[src/rtl/if_stage_pkg.sv]
// Shared fetch-stage definitions: core bus defines, FSM encodings and the
// state enum used by if_stage and if_stage_pc.
`ifndef IF_STAGE_DEFINES_SVH
`define IF_STAGE_DEFINES_SVH
`define MEM_ADDR_BUS 31:0
`define INST_BUS     31:0
`define INST_NOP     32'h00000013
`define RST_N_ACTIVE 1'b0
`define IF_BOOT      1'b0
`define IF_RUN       1'b1
`define PC_STEP      32'd4
`endif

package if_stage_pkg;

  // Fetch FSM: a short boot delay after reset, then continuous fetch
  typedef enum logic {
    IF_BOOT_S = `IF_BOOT,
    IF_RUN_S  = `IF_RUN
  } ifState_e;

  localparam logic [31:0] INST_NOP_C = `INST_NOP;

  // Word-align an address by clearing its byte offset
  function automatic logic [31:0] alignWord(input logic [31:0] addr);
    return {addr[31:2], 2'b00};
  endfunction

endpackage

[src/rtl/if_stage_pc.sv]
// Program counter for the fetch stage: holds pc_q, selects between redirect
// target and the +4 increment, and flags misaligned redirect targets.
import if_stage_pkg::*;

module if_stage_pc #(
  parameter logic [31:0] RESET_PC = 32'h0000_0000
) (
  input  logic                 clk,
  input  logic                 rst,
  input  logic                 jump_i,
  input  logic [31:0]          jump_addr_i,
  input  logic                 advance_i,
  output logic [`MEM_ADDR_BUS] pc_o,
  output logic                 misalign_o
);

  logic [31:0] pc_q, pc_d;
  logic        misalign_q, misalign_d;

  // Redirect beats advance; the misalign flag lives for one cycle only
  always_comb begin
    pc_d       = pc_q;
    misalign_d = 1'b0;
    if (jump_i) begin
      pc_d       = alignWord(jump_addr_i);
      misalign_d = |jump_addr_i[1:0];
    end else if (advance_i) begin
      pc_d = pc_q + `PC_STEP;
    end
  end

  // PC and misalign registers with asynchronous active-low reset
  always_ff @(posedge clk or negedge rst) begin
    if (rst == `RST_N_ACTIVE) begin
      pc_q       <= alignWord(RESET_PC);
      misalign_q <= 1'b0;
    end else begin
      pc_q       <= pc_d;
      misalign_q <= misalign_d;
    end
  end

  assign pc_o       = pc_q;
  assign misalign_o = misalign_q;

endmodule

[src/rtl/if_stage.sv]
// Instruction-fetch stage: boot delay FSM, IF/ID pipeline register with a
// valid/ready handshake toward decode, and redirect/hold handling.
// Optional fetch/bubble performance counters are enabled by IF_STAGE_PERF_EN.
import if_stage_pkg::*;

module if_stage #(
  parameter logic [31:0] RESET_PC    = 32'h0000_0000,
  parameter int          BOOT_CYCLES = 1
) (
  input  logic                 clk,
  input  logic                 rst,
  output logic [`MEM_ADDR_BUS] rom_addr_o,
  input  logic [`INST_BUS]     rom_inst_i,
  input  logic                 jump_i,
  input  logic [31:0]          jump_addr_i,
  input  logic                 hold_i,
  input  logic                 id_ready_i,
  output logic                 id_valid_o,
  output logic [31:0]          id_inst_o,
  output logic [31:0]          id_pc_o,
  output logic                 misalign_o
`ifdef IF_STAGE_PERF_EN
  ,
  output logic [31:0]          perf_fetch_o,
  output logic [31:0]          perf_bubble_o
`endif
);

  localparam logic [3:0] BOOT_LAST = 4'(BOOT_CYCLES - 1);

  ifState_e    state_q;
  logic [3:0]  bootCnt_q;
  logic        idValid_q;
  logic [31:0] idInst_q;
  logic [31:0] idPc_q;
  logic [31:0] pc;
  logic        canLoad;
  logic        advance;

  assign canLoad = !idValid_q || id_ready_i;
  assign advance = (state_q == IF_RUN_S) && !jump_i && !hold_i && canLoad;

  if_stage_pc #(
    .RESET_PC (RESET_PC)
  ) u_pc (
    .clk         (clk),
    .rst         (rst),
    .jump_i      (jump_i),
    .jump_addr_i (jump_addr_i),
    .advance_i   (advance),
    .pc_o        (pc),
    .misalign_o  (misalign_o)
  );

  assign rom_addr_o = alignWord(pc);

  // Boot/run FSM together with the IF/ID register it controls
  always_ff @(posedge clk or negedge rst) begin
    if (rst == `RST_N_ACTIVE) begin
      state_q   <= IF_BOOT_S;
      bootCnt_q <= 4'd0;
      idValid_q <= 1'b0;
      idInst_q  <= INST_NOP_C;
      idPc_q    <= 32'h0;
    end else begin
      case (state_q)
        IF_BOOT_S: begin
          if (bootCnt_q == BOOT_LAST) begin
            state_q <= IF_RUN_S;
          end else begin
            bootCnt_q <= bootCnt_q + 4'd1;
          end
        end
        IF_RUN_S: begin
          if (jump_i) begin
            idValid_q <= 1'b0;
            idInst_q  <= INST_NOP_C;
          end else if (hold_i) begin
            if (idValid_q && id_ready_i) begin
              idValid_q <= 1'b0;
            end
          end else if (canLoad) begin
            idValid_q <= 1'b1;
            idInst_q  <= rom_inst_i;
            idPc_q    <= pc;
          end
        end
        default: state_q <= IF_BOOT_S;
      endcase
    end
  end

  assign id_valid_o = idValid_q;
  assign id_inst_o  = idInst_q;
  assign id_pc_o    = idPc_q;

`ifdef IF_STAGE_PERF_EN
  logic [31:0] perfFetch_q;
  logic [31:0] perfBubble_q;

  // Saturating counts of handshakes and of empty run cycles decode could take
  always_ff @(posedge clk or negedge rst) begin
    if (rst == `RST_N_ACTIVE) begin
      perfFetch_q  <= 32'h0;
      perfBubble_q <= 32'h0;
    end else begin
      if (idValid_q && id_ready_i && (perfFetch_q != 32'hFFFF_FFFF)) begin
        perfFetch_q <= perfFetch_q + 32'd1;
      end
      if ((state_q == IF_RUN_S) && !idValid_q && id_ready_i &&
          (perfBubble_q != 32'hFFFF_FFFF)) begin
        perfBubble_q <= perfBubble_q + 32'd1;
      end
    end
  end

  assign perf_fetch_o  = perfFetch_q;
  assign perf_bubble_o = perfBubble_q;
`endif

endmodule

[config.mk]
export PLATFORM = sky130hd
export DESIGN_NAME = if_stage
export DESIGN_NICKNAME = d
export VERILOG_FILES = /design/src/rtl/if_stage_pkg.sv /design/src/rtl/if_stage_pc.sv /design/src/rtl/if_stage.sv
export SDC_FILE = /design/constraint.sdc
export NUM_CORES = 1
export LEC_CHECK = 0
export ABC_AREA = 0
export CAP_MARGIN = 20
export CORE_MARGIN = 5
export CORE_UTILIZATION = 57
export DETAILED_ROUTE_END_ITERATION = 8
export DONT_BUFFER_PORTS = 1
export GPL_TIMING_DRIVEN = 0
export PLACE_DENSITY = 0.75
export RECOVER_POWER = 25
export SLEW_MARGIN = 20
export SYNTH_ARGS = -nofsm -noshare
export SYNTH_HDL_FRONTEND = slang
export SYNTH_SLANG_ARGS = --single-unit
export TNS_END_PERCENT = 1
[constraint.sdc]
create_clock -name clk -period 1.6 [get_ports clk]
set_input_delay 0.4 -clock clk [delete_from_list [all_inputs] [get_ports clk]]
set_output_delay 0.4 -clock clk [all_outputs]
set_load 0.02 [all_outputs]
==> results.md <==
- Outcome: finished, violations left
- Failing checks: negative hold slack, negative setup slack
- Static leakage: 0.002314 uW
- Worst vdd ir: 685.5 uV
- Post-synthesis sequential area ratio: 54.98%
- Hold Crit Class: in2async
- Hold Worst Slack: -0.2745 ns
- Maximum capacitance violations: 0
- Worst setup SP type: flop
- Power Density: 1136 nW/um^2
- Sum of negative setup slack: -8.184 ns
- Diode count: 0
- Clock root buffer: clkbuf_8
- Avg Cell Area, Syn: 10.40 um^2
- Cell Chain, Critical Path: ha_4, and4_4, nor3b_4, buf_6, nand4_1, xor2_1, o21ai_1
- Via density per instance: 5.984
- Most frequent cells in the layout: nand2_1, dfrtp_1, nand4_1, dfrtp_2, o21ai_0
- CP top delay family: simple AND/OR/NAND/NOR gates
- Critical Path Fanout Max: 7
- Detailed Route WL: 11200 um
- CTS tree: yes
- CP required: 1.84 ns
- CTS Sinks: 99
- WP buf/inv: 1
- Clk slew on worst S/H paths: 0.10 ns
- Critical Path AT: 2.06 ns
- H-tree levels: 3
- Final nets: 529
- Detailed placer's ending HPWL: 7913 um
- Ys flop type: dfrtp_1
- Tot GR Track Use: 22.91%
- Initial cell density of the core: 58.40%
- FILL cells: 564
- Routed Antenna Nets: 0
- Largest net degree at the start of global routing: 100
- Via Count: 3375
- Period utilization: 113.9%
- Die height: 98.98 um
- Syn Inst Count: 434
- Syn-to-layout area delta: 15.91%
- Final setup viols: 81
- Hold Vio Cnt, Final: 99
- Final GP Congestion: 0.7636
- CP Class: reg2reg
- Synth cell types: 49
- Initial antenna violation count: 0
- Cell Area, Synth: 4513 um^2
- Final Critical Period: 1.822 ns
- Detailed Route Iter0 Violations: 198
- # rows: 32
- First-pass GRT wire length: 18100 um
- Post-synth EDFFs: 0
- Layout cells sized above 1: 25.54%
- Number of port buffers: 0
- Power Total: 5942 uW
- CP max stage delay: 0.52 ns
- Clock Skew: 0.01377 ns
- Synth async-reset ratio: 100.0%
- # DRC: 0
- Clk_lat worst skew: 0.36 ns
- Worst-Margin Slew: 0.5393 ns
- Slew HR: 64.05%
- Routed wire per std cell: 19.86 um
- Grt ovf: 0
- Setup WS pre-CTS: -0.5017 ns
- Pre-antenna DRT Iters: 4
- Vias in the first global route: 3528
- Die X: 98.98 um
- Unrepaired setup endpoints after global routing: true
- IO Count: 167
- Most common cell after layout, fill and taps aside: nand2_1
- Critical path's slowest cell: dfrtp_2
- CTS Buf Count: 9
- Max Root-Sink Buffers: 2
- Core ar.: 7727 um^2
- Total die area: 9797 um^2
- Setup ws final: -0.2218 ns
- Fmax: 0.5489 GHz
- Slew Limit Fails: 0
- Flops & latches, synth: 99
- Synth warn: 0
- Critical Path End Type: flop
==> cells in the mapped netlist, types with 2 or more instances <==
| cell type | n | area (um^2) |
|---|---|---|
| nor4b_1 | 2 | 17.52 |
| nor2b_1 | 4 | 25.02 |
| and3_1 | 3 | 18.77 |
| dfstp_2 | 3 | 78.83 |
| dfrtp_1 | 96 | 2402 |
| buf_2 | 5 | 25.02 |
| and2_1 | 2 | 12.51 |
| xor2_1 | 18 | 157.7 |
| buf_1 | 4 | 15.01 |
| nand4_1 | 41 | 256.5 |
| a22oi_1 | 2 | 15.01 |
| and4_1 | 3 | 26.28 |
| nand2_1 | 102 | 382.9 |
| clkbuf_1 | 15 | 56.30 |
| xnor2_1 | 7 | 61.31 |
| or4_1 | 3 | 22.52 |
| nor2_1 | 11 | 41.29 |
| mux2_2 | 30 | 337.8 |
| buf_4 | 4 | 30.03 |
| ha_1 | 3 | 37.54 |
| nand2b_1 | 2 | 12.51 |
| o21ai_0 | 28 | 140.1 |
| nand3_1 | 13 | 65.06 |
| inv_1 | 7 | 26.28 |
| nor4_1 | 2 | 12.51 |
==> cell families (layout without fill, tap and decap cells) <==
| logic type | Yosys count | after routing | synth area share (%) |
|---|---|---|---|
| muxes | 31 | 31 | 7.707 |
| adders and majority gates | 3 | 3 | 0.8318 |
| other | 1 | 4 | 0.08309 |
| and+or+nand+nor | 199 | 199 | 22.96 |
| xor gates and xnor gates | 25 | 25 | 4.852 |
| AOI/OAI and AO/OA | 40 | 40 | 5.129 |
| DFF | 99 | 99 | 54.98 |
| buffers and inverters | 36 | 61 | 3.465 |
==> state kept, by name, summed over array words and instances (netlist names) <==
name / cells
id_inst_o: 32
id_pc_o: 30
u_pc.pc_o: 30
bootCnt_q: 4
id_valid_o: 1
state_q: 1
u_pc.misalign_o: 1
==> routing by layer <==
layer  GRT usage (%)  up-vias  part of all wire, %
met5               0        -                    0
met4           9.349        0                  2.2
met3           6.794       25                  9.3
met2           36.36      155                   48
met1           29.46     1646                   40
li1                -     1549                    -
==> final cells by class <==
| type | count | area [um^2] | share of cell area [%] |
|---|---|---|---|
| Clock buffer | 10 | 137.6 | 2.631 |
| Multi-Input combinational cell | 302 | 2069 | 39.56 |
| Buffer | 28 | 190.2 | 3.635 |
| Tap cell | 102 | 127.6 | 2.440 |
| Sequential cell | 99 | 2510 | 47.98 |
| Inverter | 8 | 30.03 | 0.5740 |
| Timing Repair Buffer | 9 | 78.83 | 1.507 |
| Clock inverter | 6 | 87.58 | 1.674 |
==> worst paths after layout <==
| path | startpoint | end | slack, ns | cells past startpoint |
|---|---|---|---|---|
| worst max register to register | u_pc.pc_o[2] | u_pc.pc_o[20] | -0.22 | 7 |
| worst min-delay path | rst | id_pc_o[24] | -0.27 | 0 |
| worst min register to register | bootCnt_q[3] | bootCnt_q[3] | 0.48 | 1 |
| min in group clk | jump_addr_i[11] | u_pc.pc_o[11] | 0.16 | 2 |
| max in group asynchronous | rst | id_inst_o[4] | 1.67 | 0 |
| worst max-delay path | u_pc.pc_o[2] | u_pc.pc_o[20] | -0.22 | 7 |
==> metrics by stage <==
stage | cells | instance area [um^2] | hold WS [ns] | utilization (%)
after floorplan | 437 | 4576 | 0.1044 | -
after global placement | 539 | 4703 | 0.1079 | 60.86
after detailed placement | 539 | 4703 | 0.1076 | 60.86
after CTS | 564 | 5121 | -0.2942 | 66.27
after global routing | 564 | 5231 | -0.3077 | 67.70
final | 564 | 5231 | -0.2745 | 67.70
==> power by group <==
group / internal, uW / total, uW / switching [uW]
clock network: 927 / 1800 / 872
logic: 363 / 645 / 282
registers: 2810 / 3500 / 689
==> what timing repair did <==
item | in CTS | in global routing
buffers inserted | 8 | 0
pin swaps | 8 | 4
gates cloned | 1 | 0
gates resized for setup | 48 | 32
endpoints found under the setup margin | 91 | 91
hold endpoints to repair | 99 | 99
Note: power is estimated with default switching activity, not from simulation.
==> edit: new RTL, same flow settings <==
The option `IF_STAGE_PERF_EN` is turned on by a define.
--- a/src/rtl/if_stage.sv
+++ b/src/rtl/if_stage.sv
@@ -1,6 +1,8 @@
 // Instruction-fetch stage: boot delay FSM, IF/ID pipeline register with a
 // valid/ready handshake toward decode, and redirect/hold handling.
 // Optional fetch/bubble performance counters are enabled by IF_STAGE_PERF_EN.
+`define IF_STAGE_PERF_EN
+
 import if_stage_pkg::*;
 
 module if_stage #(
Function (old outputs only; new: perf_bubble_o and perf_fetch_o): kept (equiv_simple and equiv_induct, registers matched by name and starting in step).
==> edit against the original RTL <==
- the flow still finishes with violations (negative hold slack, negative setup slack)
- worst setup slack got worse by 0.18 ns
- sequential power grew 60%
- design area rose by 72%
- routed wire length increased by 74%
- clock power rose by 130%
- synthesized area rose by 65%
- sequential cell count up 64
- via count up 68%
- power increased by 80%
- synthesized cell count rose by 64%
- largest power group unchanged
==> edit: results (changes against the original RTL) <==
metric,value,unit,change
routabilityCongestion,0.836,,+9.4%
ir_drop,761,uV,+11%
p_leak,4.03,nW,+74%
portBuffers,0,,unchanged
diodes,0,,unchanged
cp_max_fo,5,,-2
final_nets,833,,+57%
preCtsSetupSlack,-0.891,ns,-0.390 ns
grt_use_total,0.246,,+0.0168
grt_pass1_wl,30.9,mm,+70%
dr.pass1.iters,4,,unchanged
synth.area.top_cells,"dfrtp_1 (54%), nand2_1 (8.3%), xnor2_1 (5.6%)",,
clk_pin_slew,0.06,ns,-0.04 ns
cts-root-buf,clkbuf_16,,
clk_latency,0.42,ns,+0.06 ns
violations,"negative hold slack, negative setup slack",,
placed_area,7720,um2,+64%
grt_max_degree,164,,+64%
setup_slack,-0.399,ns,-0.177 ns
antenna_found_initial,0,,unchanged
hold_viol_final,163,,+65%
clock_skew,0.00705,ns,-0.00672 ns
syn_inst,712,,+64%
via_count,5659,,+68%
drtIter0Drc,429,,+120%
numCtsBuffers,17,,+8
status,"finished, violations left",,
ys_types,53,,+8.2%
fin_hold_ws,-0.323,ns,-0.0482 ns
htreeDepth,4,,+1
viasPerCell,6.00,,+0.28%
hpwlAfterDp,13.3,mm,+68%
tightest_slew,0.511,ns,-0.0286 ns
setup_viol,140,,+73%
fin_setup_tns,-25.83,ns,-17.65 ns
max_stage_delay,0.52,ns,about the same
crit_slowest_cell,or4_4,,
dp_cells,887,,+65%
drive_gt1_frac,0.263,,+0.00788
clk_path_buf_depth,2,,unchanged
cts_sinks,163,,+65%
critical_path.top_delay_family,simple AND/OR/NAND/NOR gates,,
synth-seq-area-share,0.548,,-0.00219
synthFlopType,dfrtp_1,,
finalWirelength,19.5,mm,+74%
hold_path.class,in -> async,,
ys.warnings.count,0,,unchanged
ys_async_sr_fraction,1.00,,unchanged
synth_common_cells,"nand2_1 (164), dfrtp_1 (160), xnor2_1 (48)",,
## edit: power breakdown
group | switching [mW] | internal [mW] | total, mW
clock | 1.51 | 2.66 | 4.17
sequential | 1.05 | 4.54 | 5.60
combinational | 0.463 | 0.495 | 0.958
total | 3.03 | 7.69 | 10.7
## edit: cell type report
type / count / area (um2)
sequential: 163 / 4160
fill: 911 / 3740
multi-input combinational: 513 / 3540
clock buffer: 27 / 513
buffer: 32 / 230
tap: 172 / 215
timing repair buffer: 27 / 208
clock inverter: 4 / 95.1
inverter: 5 / 18.8
## edit: path summary, 6_finish.rpt
check | depth (start not counted) | startpoint | end
max | 6 | u_pc.pc_o[2] | u_pc.pc_o[24]
min | 0 | rst | perf_fetch_o[22]
max reg2reg | 6 | u_pc.pc_o[2] | u_pc.pc_o[24]
min reg2reg | 1 | bootCnt_q[3] | bootCnt_q[3]
max in group asynchronous | 0 | rst | id_inst_o[1]
min in group clk | 1 | jump_addr_i[0] | u_pc.misalign_o
## edit: worst reg2reg max path, stage by stage (launching register included)
cell and delay (ns):
dfrtp_2 0.51, ha_4 0.20, nand2_2 0.06, or4_4 0.52, nor4_4 0.34, xnor2_1 0.17
o21ai_1 0.07
## edit: kinds of logic after synthesis
kind of cell / synth area share
AOI/OAI and AO/OA: 0.0713
adders and majority gates: 0.00839
DFF: 0.548
other: 0.000503
buffers and inverters: 0.0248
and+or+nand+nor: 0.237
muxes: 0.00587
xor gates and xnor gates: 0.105
## edit: repair_timing
| action | CTS | global route |
|---|---|---|
| hold endpoints to repair | 163 | 163 |
| endpoints found under the setup margin | 154 | 158 |
| pin swaps | 8 | 35 |
| resized for setup | 56 | 119 |
| cloned | 1 | 0 |
| buffers inserted | 9 | 17 |
## edit: routing by layer
layer  up-vias  track usage  share of wire
met5         -            0              0
met4         0       0.0754          0.020
met3        32       0.0849          0.082
met2       197        0.419           0.51
met1      2865        0.294           0.39
li1       2565            -              -
